[src/rtl/store_commit_buffer_pkg.sv]
// Shared types for the store commit buffer: entry layout, access sizes, FSM states and
// the byte-lane formatter that the STQ/LSU reuse.
`ifndef XLEN
`define XLEN 32
`endif
`ifndef STQ_WIDTH
`define STQ_WIDTH 4
`endif

package store_commit_buffer_pkg;

   localparam int unsigned XLEN      = `XLEN;
   localparam int unsigned STQ_WIDTH = `STQ_WIDTH;

   typedef enum logic [1:0] {
      MemByte = 2'd0,
      MemHalf = 2'd1,
      MemWord = 2'd2
   } mem_size_e;

   typedef enum logic [1:0] {
      StIdle,
      StReq,
      StWait
   } sb_state_e;

   typedef struct packed {
      logic [XLEN-3:0]      word_addr;
      logic [31:0]          data;
      logic [3:0]           be;
      logic [STQ_WIDTH-1:0] stq_tag;
   } sb_entry_t;

   typedef struct packed {
      logic [3:0]  be;
      logic [31:0] data;
   } lane_t;

   // Half and word accesses are forced onto their natural alignment; size 3 acts as word.
   function automatic lane_t lane_format(input logic [1:0] size, input logic [1:0] addr_lo,
                                         input logic [31:0] data);
      lane_t      r;
      logic [1:0] off;
      case (size)
         MemByte: begin
            off    = addr_lo;
            r.be   = 4'b0001 << off;
            r.data = {24'b0, data[7:0]} << {off, 3'b000};
         end
         MemHalf: begin
            off    = {addr_lo[1], 1'b0};
            r.be   = 4'b0011 << off;
            r.data = {16'b0, data[15:0]} << {off, 3'b000};
         end
         default: begin
            r.be   = 4'hF;
            r.data = data;
         end
      endcase
      return r;
   endfunction

endpackage

[src/rtl/store_commit_buffer_sb_fifo.sv]
// In-order store buffer storage: wrap-bit pointers, full/empty, head read and per-entry
// word address / byte enables for the load probe.
module sb_fifo
   import store_commit_buffer_pkg::*;
#(
   parameter int unsigned DEPTH = 4,
   parameter int unsigned WIDTH = 2
) (
   input  logic                            clk,
   input  logic                            rst_n,
   input  logic                            push,
   input  sb_entry_t                       push_entry,
   input  logic                            pop,
   output sb_entry_t                       head,
   output logic                            full,
   output logic                            empty,
   output logic [DEPTH-1:0]                ent_valid,
   output logic [DEPTH-1:0][XLEN-3:0]      ent_word_addr,
   output logic [DEPTH-1:0][3:0]           ent_be
);

   sb_entry_t        mem_q [DEPTH];
   logic [WIDTH:0]   wr_ptr_q, rd_ptr_q;
   logic [WIDTH:0]   count;
   logic [WIDTH-1:0] offset [DEPTH];

   assign count = wr_ptr_q - rd_ptr_q;
   assign full  = (count == (WIDTH+1)'(DEPTH));
   assign empty = (count == '0);
   assign head  = mem_q[rd_ptr_q[WIDTH-1:0]];

   always_ff @(posedge clk or negedge rst_n) begin
      if (!rst_n) begin
         wr_ptr_q <= '0;
         rd_ptr_q <= '0;
      end else begin
         if (push && !full) wr_ptr_q <= wr_ptr_q + 1'b1;
         if (pop && !empty) rd_ptr_q <= rd_ptr_q + 1'b1;
      end
   end

   always_ff @(posedge clk) begin
      if (push && !full) mem_q[wr_ptr_q[WIDTH-1:0]] <= push_entry;
   end

   // An entry is live when its distance from the head is below the occupancy.
   always_comb begin
      for (int i = 0; i < DEPTH; i++) begin
         offset[i]        = WIDTH'(i) - rd_ptr_q[WIDTH-1:0];
         ent_valid[i]     = ({1'b0, offset[i]} < count);
         ent_word_addr[i] = mem_q[i].word_addr;
         ent_be[i]        = mem_q[i].be;
      end
   end

endmodule

[src/rtl/store_commit_buffer.sv]
// Drains retired stores from the STQ into the dcache, one write outstanding at a time.
// Optional SB_PROBE_BYTE_EN: load probe also requires byte-enable overlap.
module store_commit_buffer
   import store_commit_buffer_pkg::*;
#(
   parameter int unsigned SB_DEPTH = 4,
   parameter int unsigned SB_WIDTH = 2
) (
   input  logic                  clk,
   input  logic                  rst_n,
   input  logic                  fire_st_valid,
   output logic                  fire_st_ready,
   input  logic [`XLEN-1:0]      fire_st_addr,
   input  logic [`XLEN-1:0]      fire_st_data,
   input  logic [2:0]            fire_st_data_size,
   input  logic [`STQ_WIDTH-1:0] fire_st_stq_tag,
   output logic                  mem_req_valid,
   input  logic                  mem_req_ready,
   output logic [`XLEN-1:0]      mem_req_addr,
   output logic [31:0]           mem_req_data,
   output logic [3:0]            mem_req_be,
   input  logic                  mem_resp_valid,
   output logic                  st_done_valid,
   output logic [`STQ_WIDTH-1:0] st_done_stq_tag,
   input  logic                  probe_valid,
   input  logic [`XLEN-1:0]      probe_addr,
   input  logic [2:0]            probe_size,
   output logic                  probe_hit,
   output logic                  sb_empty
);

   sb_state_e                        state_q;
   sb_entry_t                        push_entry, head;
   lane_t                            push_lane;
   logic                             full, empty, pop;
   logic [SB_DEPTH-1:0]              ent_valid, be_hit;
   logic [SB_DEPTH-1:0][XLEN-3:0]    ent_word_addr;
   logic [SB_DEPTH-1:0][3:0]         ent_be;
   logic                             unused_bits;

   assign push_lane  = lane_format(fire_st_data_size[1:0], fire_st_addr[1:0], fire_st_data);
   assign push_entry = '{word_addr: fire_st_addr[XLEN-1:2], data: push_lane.data,
                         be: push_lane.be, stq_tag: fire_st_stq_tag};

   assign fire_st_ready = !full;
   assign pop           = (state_q == StWait) && mem_resp_valid;
   assign sb_empty      = empty && (state_q == StIdle);

   sb_fifo #(
      .DEPTH (SB_DEPTH),
      .WIDTH (SB_WIDTH)
   ) u_sb_fifo (
      .clk           (clk),
      .rst_n         (rst_n),
      .push          (fire_st_valid && fire_st_ready),
      .push_entry    (push_entry),
      .pop           (pop),
      .head          (head),
      .full          (full),
      .empty         (empty),
      .ent_valid     (ent_valid),
      .ent_word_addr (ent_word_addr),
      .ent_be        (ent_be)
   );

   // The head stays in the FIFO through REQ and WAIT so it remains visible to the probe.
   always_ff @(posedge clk or negedge rst_n) begin
      if (!rst_n) begin
         state_q         <= StIdle;
         mem_req_valid   <= 1'b0;
         mem_req_addr    <= '0;
         mem_req_data    <= '0;
         mem_req_be      <= '0;
         st_done_valid   <= 1'b0;
         st_done_stq_tag <= '0;
      end else begin
         st_done_valid <= 1'b0;
         case (state_q)
            StIdle: begin
               if (!empty) begin
                  state_q       <= StReq;
                  mem_req_valid <= 1'b1;
                  mem_req_addr  <= {head.word_addr, 2'b00};
                  mem_req_data  <= head.data;
                  mem_req_be    <= head.be;
               end
            end
            StReq: begin
               if (mem_req_ready) begin
                  state_q       <= StWait;
                  mem_req_valid <= 1'b0;
               end
            end
            StWait: begin
               if (mem_resp_valid) begin
                  state_q         <= StIdle;
                  st_done_valid   <= 1'b1;
                  st_done_stq_tag <= head.stq_tag;
               end
            end
            default: state_q <= StIdle;
         endcase
      end
   end

`ifdef SB_PROBE_BYTE_EN
   lane_t probe_lane;
   assign probe_lane = lane_format(probe_size[1:0], probe_addr[1:0], '0);
   always_comb begin
      for (int i = 0; i < SB_DEPTH; i++) be_hit[i] = |(ent_be[i] & probe_lane.be);
   end
   assign unused_bits = ^{probe_size[2], probe_lane.data, fire_st_data_size[2]};
`else
   assign be_hit      = '1;
   assign unused_bits = ^{probe_size, probe_addr[1:0], ent_be, fire_st_data_size[2]};
`endif

   always_comb begin
      probe_hit = 1'b0;
      for (int i = 0; i < SB_DEPTH; i++) begin
         if (ent_valid[i] && be_hit[i] && (ent_word_addr[i] == probe_addr[XLEN-1:2])) begin
            probe_hit = 1'b1;
         end
      end
      probe_hit = probe_hit && probe_valid;
   end

endmodule

[config.mk]
export PLATFORM = sky130hd
export DESIGN_NAME = store_commit_buffer
export DESIGN_NICKNAME = d
export VERILOG_FILES = /design/src/rtl/store_commit_buffer_pkg.sv /design/src/rtl/store_commit_buffer_sb_fifo.sv /design/src/rtl/store_commit_buffer.sv
export SDC_FILE = /design/constraint.sdc
export NUM_CORES = 1
export LEC_CHECK = 0
export CORE_UTILIZATION = 56
export DETAILED_ROUTE_END_ITERATION = 16
export PLACE_DENSITY = 0.86
export SYNTH_ARGS = -nofsm -noshare
export SYNTH_HDL_FRONTEND = slang
export SYNTH_SLANG_ARGS = --single-unit
[constraint.sdc]
create_clock -name clk -period 4.6 [get_ports clk]
set_input_delay 1.38 -clock clk [delete_from_list [all_inputs] [get_ports clk]]
set_output_delay 1.38 -clock clk [all_outputs]
set_load 0.02 [all_outputs]
==> results.md <==
- FMAX: 0.215 GHz
- WL final: 35400 um
- Max VDD drop: 0.000469 V
- Die ar.: 28200 um2
- Relative slew margins: 0.274
- EDFF count, synth: 280
- Layout area overhead: 24.5%
- Reg2reg start: u_sb_fifo.rd_ptr_q[0]$_DFFE_PN0P_
- Cells on worst reg2reg path: 8
- Htree depth: 2
- RSZ-0062 raised after global routing: yes
- CTS tree: done
- Reg power frac: 0.388
- Number of buffers created by CTS: 37
- Ys async rst share: 0.222
- Seq cells post-synth: 360
- Worst path max stage delay: 0.49 ns
- R2R Setup Slk: 1.47 ns
- Clk slew on worst S/H paths: 0.06 ns
- Final Setup Violations: 1
- Wirelength per Cell: 24.7 um
- Reg-to-reg endpoint: mem_req_data[1]$_DFFE_PN0P_
- Post-Synthesis Cells: 859
- Io pins: 189
- Clock Sinks: 360
- Post-DP HPWL: 22900 um
- Grt total ovfl: 0
- Status: finished with violations
- Critical Path RT: 3.22 ns
- First-pass DRT Iterations: 8
- Placed Cells: 1365
- Post-synthesis area per instance: 18.0 um2
- Post-Syn Area: 15400 um2
- Largest net degree at the start of global routing: 71
- P_int: 0.00897 W
- GPL Wtd Cong: 0.959
- Worst setup margin: -0.0433 ns
- Synth cell types: 41
- Worst-skew pair later-pin latency: 0.52 ns
- Hold_ws: 0.470 ns
- Initial antenna violation count: 2
- Clk pwr share: 0.213
- Vias in the first global route: 8825
- Die width: 168 um
- WS Path Type: input pin to output port
- Crit. Startpoint: probe_addr[24]
- Crit-path cells: clkdlybuf4s50_1 > buf_4 > xnor2_2 > nand4_1 > nor4_2 > nand3_1 > a41oi_2 > buf_4
- Initial DRC count: 1022
- All-Layer GR Usage: 0.255
- Critical path's most frequent cell: buf_4
- Cell Rows: 60
- Period utilisation layout: 1.01
- Worst path arrival time: 3.26 ns
- Register area share after synthesis: 0.675
- Synthesis warning total: 0
- # DRC: 0
- # nets final: 1188
- Top_reg_cell synth: edfxtp_1
- I/O Buffers: 180
- Pwr per Cell Area: 687 nW/um2
- Fin. max-slew vios: 0
- First-pass GRT wire length: 53000 um
- Worst Skew: 0.0119 ns
- Vias per cell: 6.00
- Final hold viol count: 0
- Worst Setup End Kind: output port
- Die height: 168 um
- Max-cap violations: 0
- Hold WC Path Type: register to register
- Starting density of the core: 0.571
- Startpoint types: input pin
- Net Sw Frac: 0.320
- Area of the core: 27000 um2
- Worst-path maximum fanout: 3
- Root Buffer: clkbuf_16
- Pleak: 6.98 nW
- Final ANT Viol Nets: 0
- # hold bufs at CTS: 0
- Layout cells sized above 1: 0.256
- Failing checks: negative setup slack
- Critical Path End: probe_hit
- Slowest CP cell: clkdlybuf4s50_1
- Finished Layout Cells: 1432
- Slew @ Worst Pin: 1.09 ns
- Vias post-DR: 8588
- Period minus WS final: 4.64 ns
- Largest buffer count on any clock path: 3
- Comb pwr share: 0.399
- Sw Pwr: 0.00422 W
## worst min path at each step
stage	start	endpoint	cells past startpoint
6_report	u_sb_fifo.wr_ptr_q[2]$_DFFE_PN0P_	u_sb_fifo.wr_ptr_q[2]$_DFFE_PN0P_	1
5_1_grt	u_sb_fifo.wr_ptr_q[2]$_DFFE_PN0P_	u_sb_fifo.wr_ptr_q[2]$_DFFE_PN0P_	1
4_1_cts	u_sb_fifo.wr_ptr_q[2]$_DFFE_PN0P_	u_sb_fifo.wr_ptr_q[2]$_DFFE_PN0P_	1
3_5_place_dp	u_sb_fifo.wr_ptr_q[2]$_DFFE_PN0P_	u_sb_fifo.wr_ptr_q[2]$_DFFE_PN0P_	1
3_3_place_gp	u_sb_fifo.wr_ptr_q[2]$_DFFE_PN0P_	u_sb_fifo.wr_ptr_q[2]$_DFFE_PN0P_	1
2_1_floorplan	u_sb_fifo.wr_ptr_q[2]$_DFFE_PN0P_	u_sb_fifo.wr_ptr_q[2]$_DFFE_PN0P_	1
## worst max-delay path, delay by kind of cell
| family | cells | cell delay, ns |
|---|---|---|
| AO/OA/AOI/OAI | 1 | 0.29 |
| XOR/XNOR | 1 | 0.16 |
| buffers and inverters | 3 | 0.87 |
| AND/OR/NAND/NOR | 3 | 0.57 |
## layout make-up
cell class / count / area (um2)
antenna: 2 / 5.00
clock buffer: 49 / 1020
clock inverter: 16 / 109
fill: 1632 / 7810
inverter: 19 / 71.3
multi-input combinational: 418 / 4920
sequential: 360 / 10400
tap: 341 / 427
timing repair buffer: 227 / 2250
## per-layer routing
| metal | share of wire | GRT usage | wire length (um) | vias to the layer above |
|---|---|---|---|---|
| li1 | - | - | - | 3713 |
| met1 | 0.38 | 0.335 | 13400 | 4353 |
| met2 | 0.50 | 0.425 | 17800 | 445 |
| met3 | 0.085 | 0.0512 | 3020 | 77 |
| met4 | 0.036 | 0.0969 | 1270 | 0 |
| met5 | 0 | 0 | 0 | - |
## Yosys cell counts, types with 4 or more instances
| master | count | area share |
|---|---|---|
| nor4_1 | 8 | 0.0032 |
| nand3_1 | 5 | 0.0016 |
| nor2_1 | 5 | 0.0012 |
| buf_6 | 5 | 0.0036 |
| clkbuf_1 | 47 | 0.011 |
| a22oi_1 | 8 | 0.0039 |
| and2_1 | 10 | 0.0041 |
| o21ai_0 | 15 | 0.0049 |
| a22o_1 | 8 | 0.0045 |
| nand4_1 | 28 | 0.011 |
| inv_1 | 19 | 0.0046 |
| nor2b_1 | 5 | 0.0020 |
| xnor2_1 | 123 | 0.070 |
| mux4_2 | 70 | 0.10 |
| mux2_4 | 40 | 0.039 |
| ha_1 | 12 | 0.0097 |
| mux2_2 | 30 | 0.022 |
| buf_2 | 9 | 0.0029 |
| nand2_1 | 15 | 0.0036 |
| and3_1 | 4 | 0.0016 |
| dfrtp_1 | 80 | 0.13 |
| a222oi_1 | 8 | 0.0052 |
| edfxtp_1 | 280 | 0.54 |
## cell families after synthesis
kind of cell             share of synthesized area
other                                     0.000243
buffers and inverters                       0.0236
AND/OR/NAND/NOR                             0.0327
flip-flops                                   0.675
AO/OA/AOI/OAI                               0.0228
multiplexers                                 0.163
XOR/XNOR                                    0.0720
adder cells (fa/ha/maj)                     0.0110
## power by group through the flow
stage / logic [W] / registers [W] / clock network (W)
final: 0.00527 / 0.00511 / 0.00281
after CTS: 0.00529 / 0.00510 / 0.00285
after detailed placement: 0.00525 / 0.00514 / 0
after floorplan: 0.00310 / 0.00546 / 0
after global placement: 0.00514 / 0.00508 / 0
after global routing: 0.00560 / 0.00520 / 0.00296
## flip-flops by register name, summed over array words and instances, names as in the netlist
register	flops
mem_req_be	4
u_sb_fifo.rd_ptr_q	3
st_done_valid	1
state_q	2
mem_req_valid	1
mem_req_addr	30
mem_req_data	32
st_done_stq_tag	4
u_sb_fifo.mem_q	280
u_sb_fifo.wr_ptr_q	3
## stage by stage
step           utilization  TNS [ns]  worst slack (ns)  total power [W]  cell area (um2)
2_1_floorplan            -         0             0.231          0.00856            15400
3_3_place_gp         0.658    -0.629            -0.629           0.0102            17800
3_5_place_dp         0.658    -0.656            -0.656           0.0104            17800
4_1_cts              0.703   -0.0432           -0.0432           0.0132            19000
5_1_grt              0.711   -0.0509           -0.0509           0.0138            19200
6_report             0.711   -0.0433           -0.0433           0.0132            19200
## placed cells by master (no fill, tap or decap), drive strengths merged, types with 12 or more instances in the layout
cell / n
edfxtp: 280
clkdlybuf4s50: 152
xnor2: 123
dfrtp: 80
mux4: 70
mux2: 70
buf: 49
clkbuf: 49
nand4: 28
inv: 19
dlymetal6s2s: 18
nand2: 17
o21ai: 16
clkinv: 14
ha: 12
## what timing repair did
item                       CTS  global route
setup endpoints to repair    2             2
gates resized for setup     25            45
pin swaps                    5             8
buffers inserted             0             0
(Power assumes the default switching activity.)
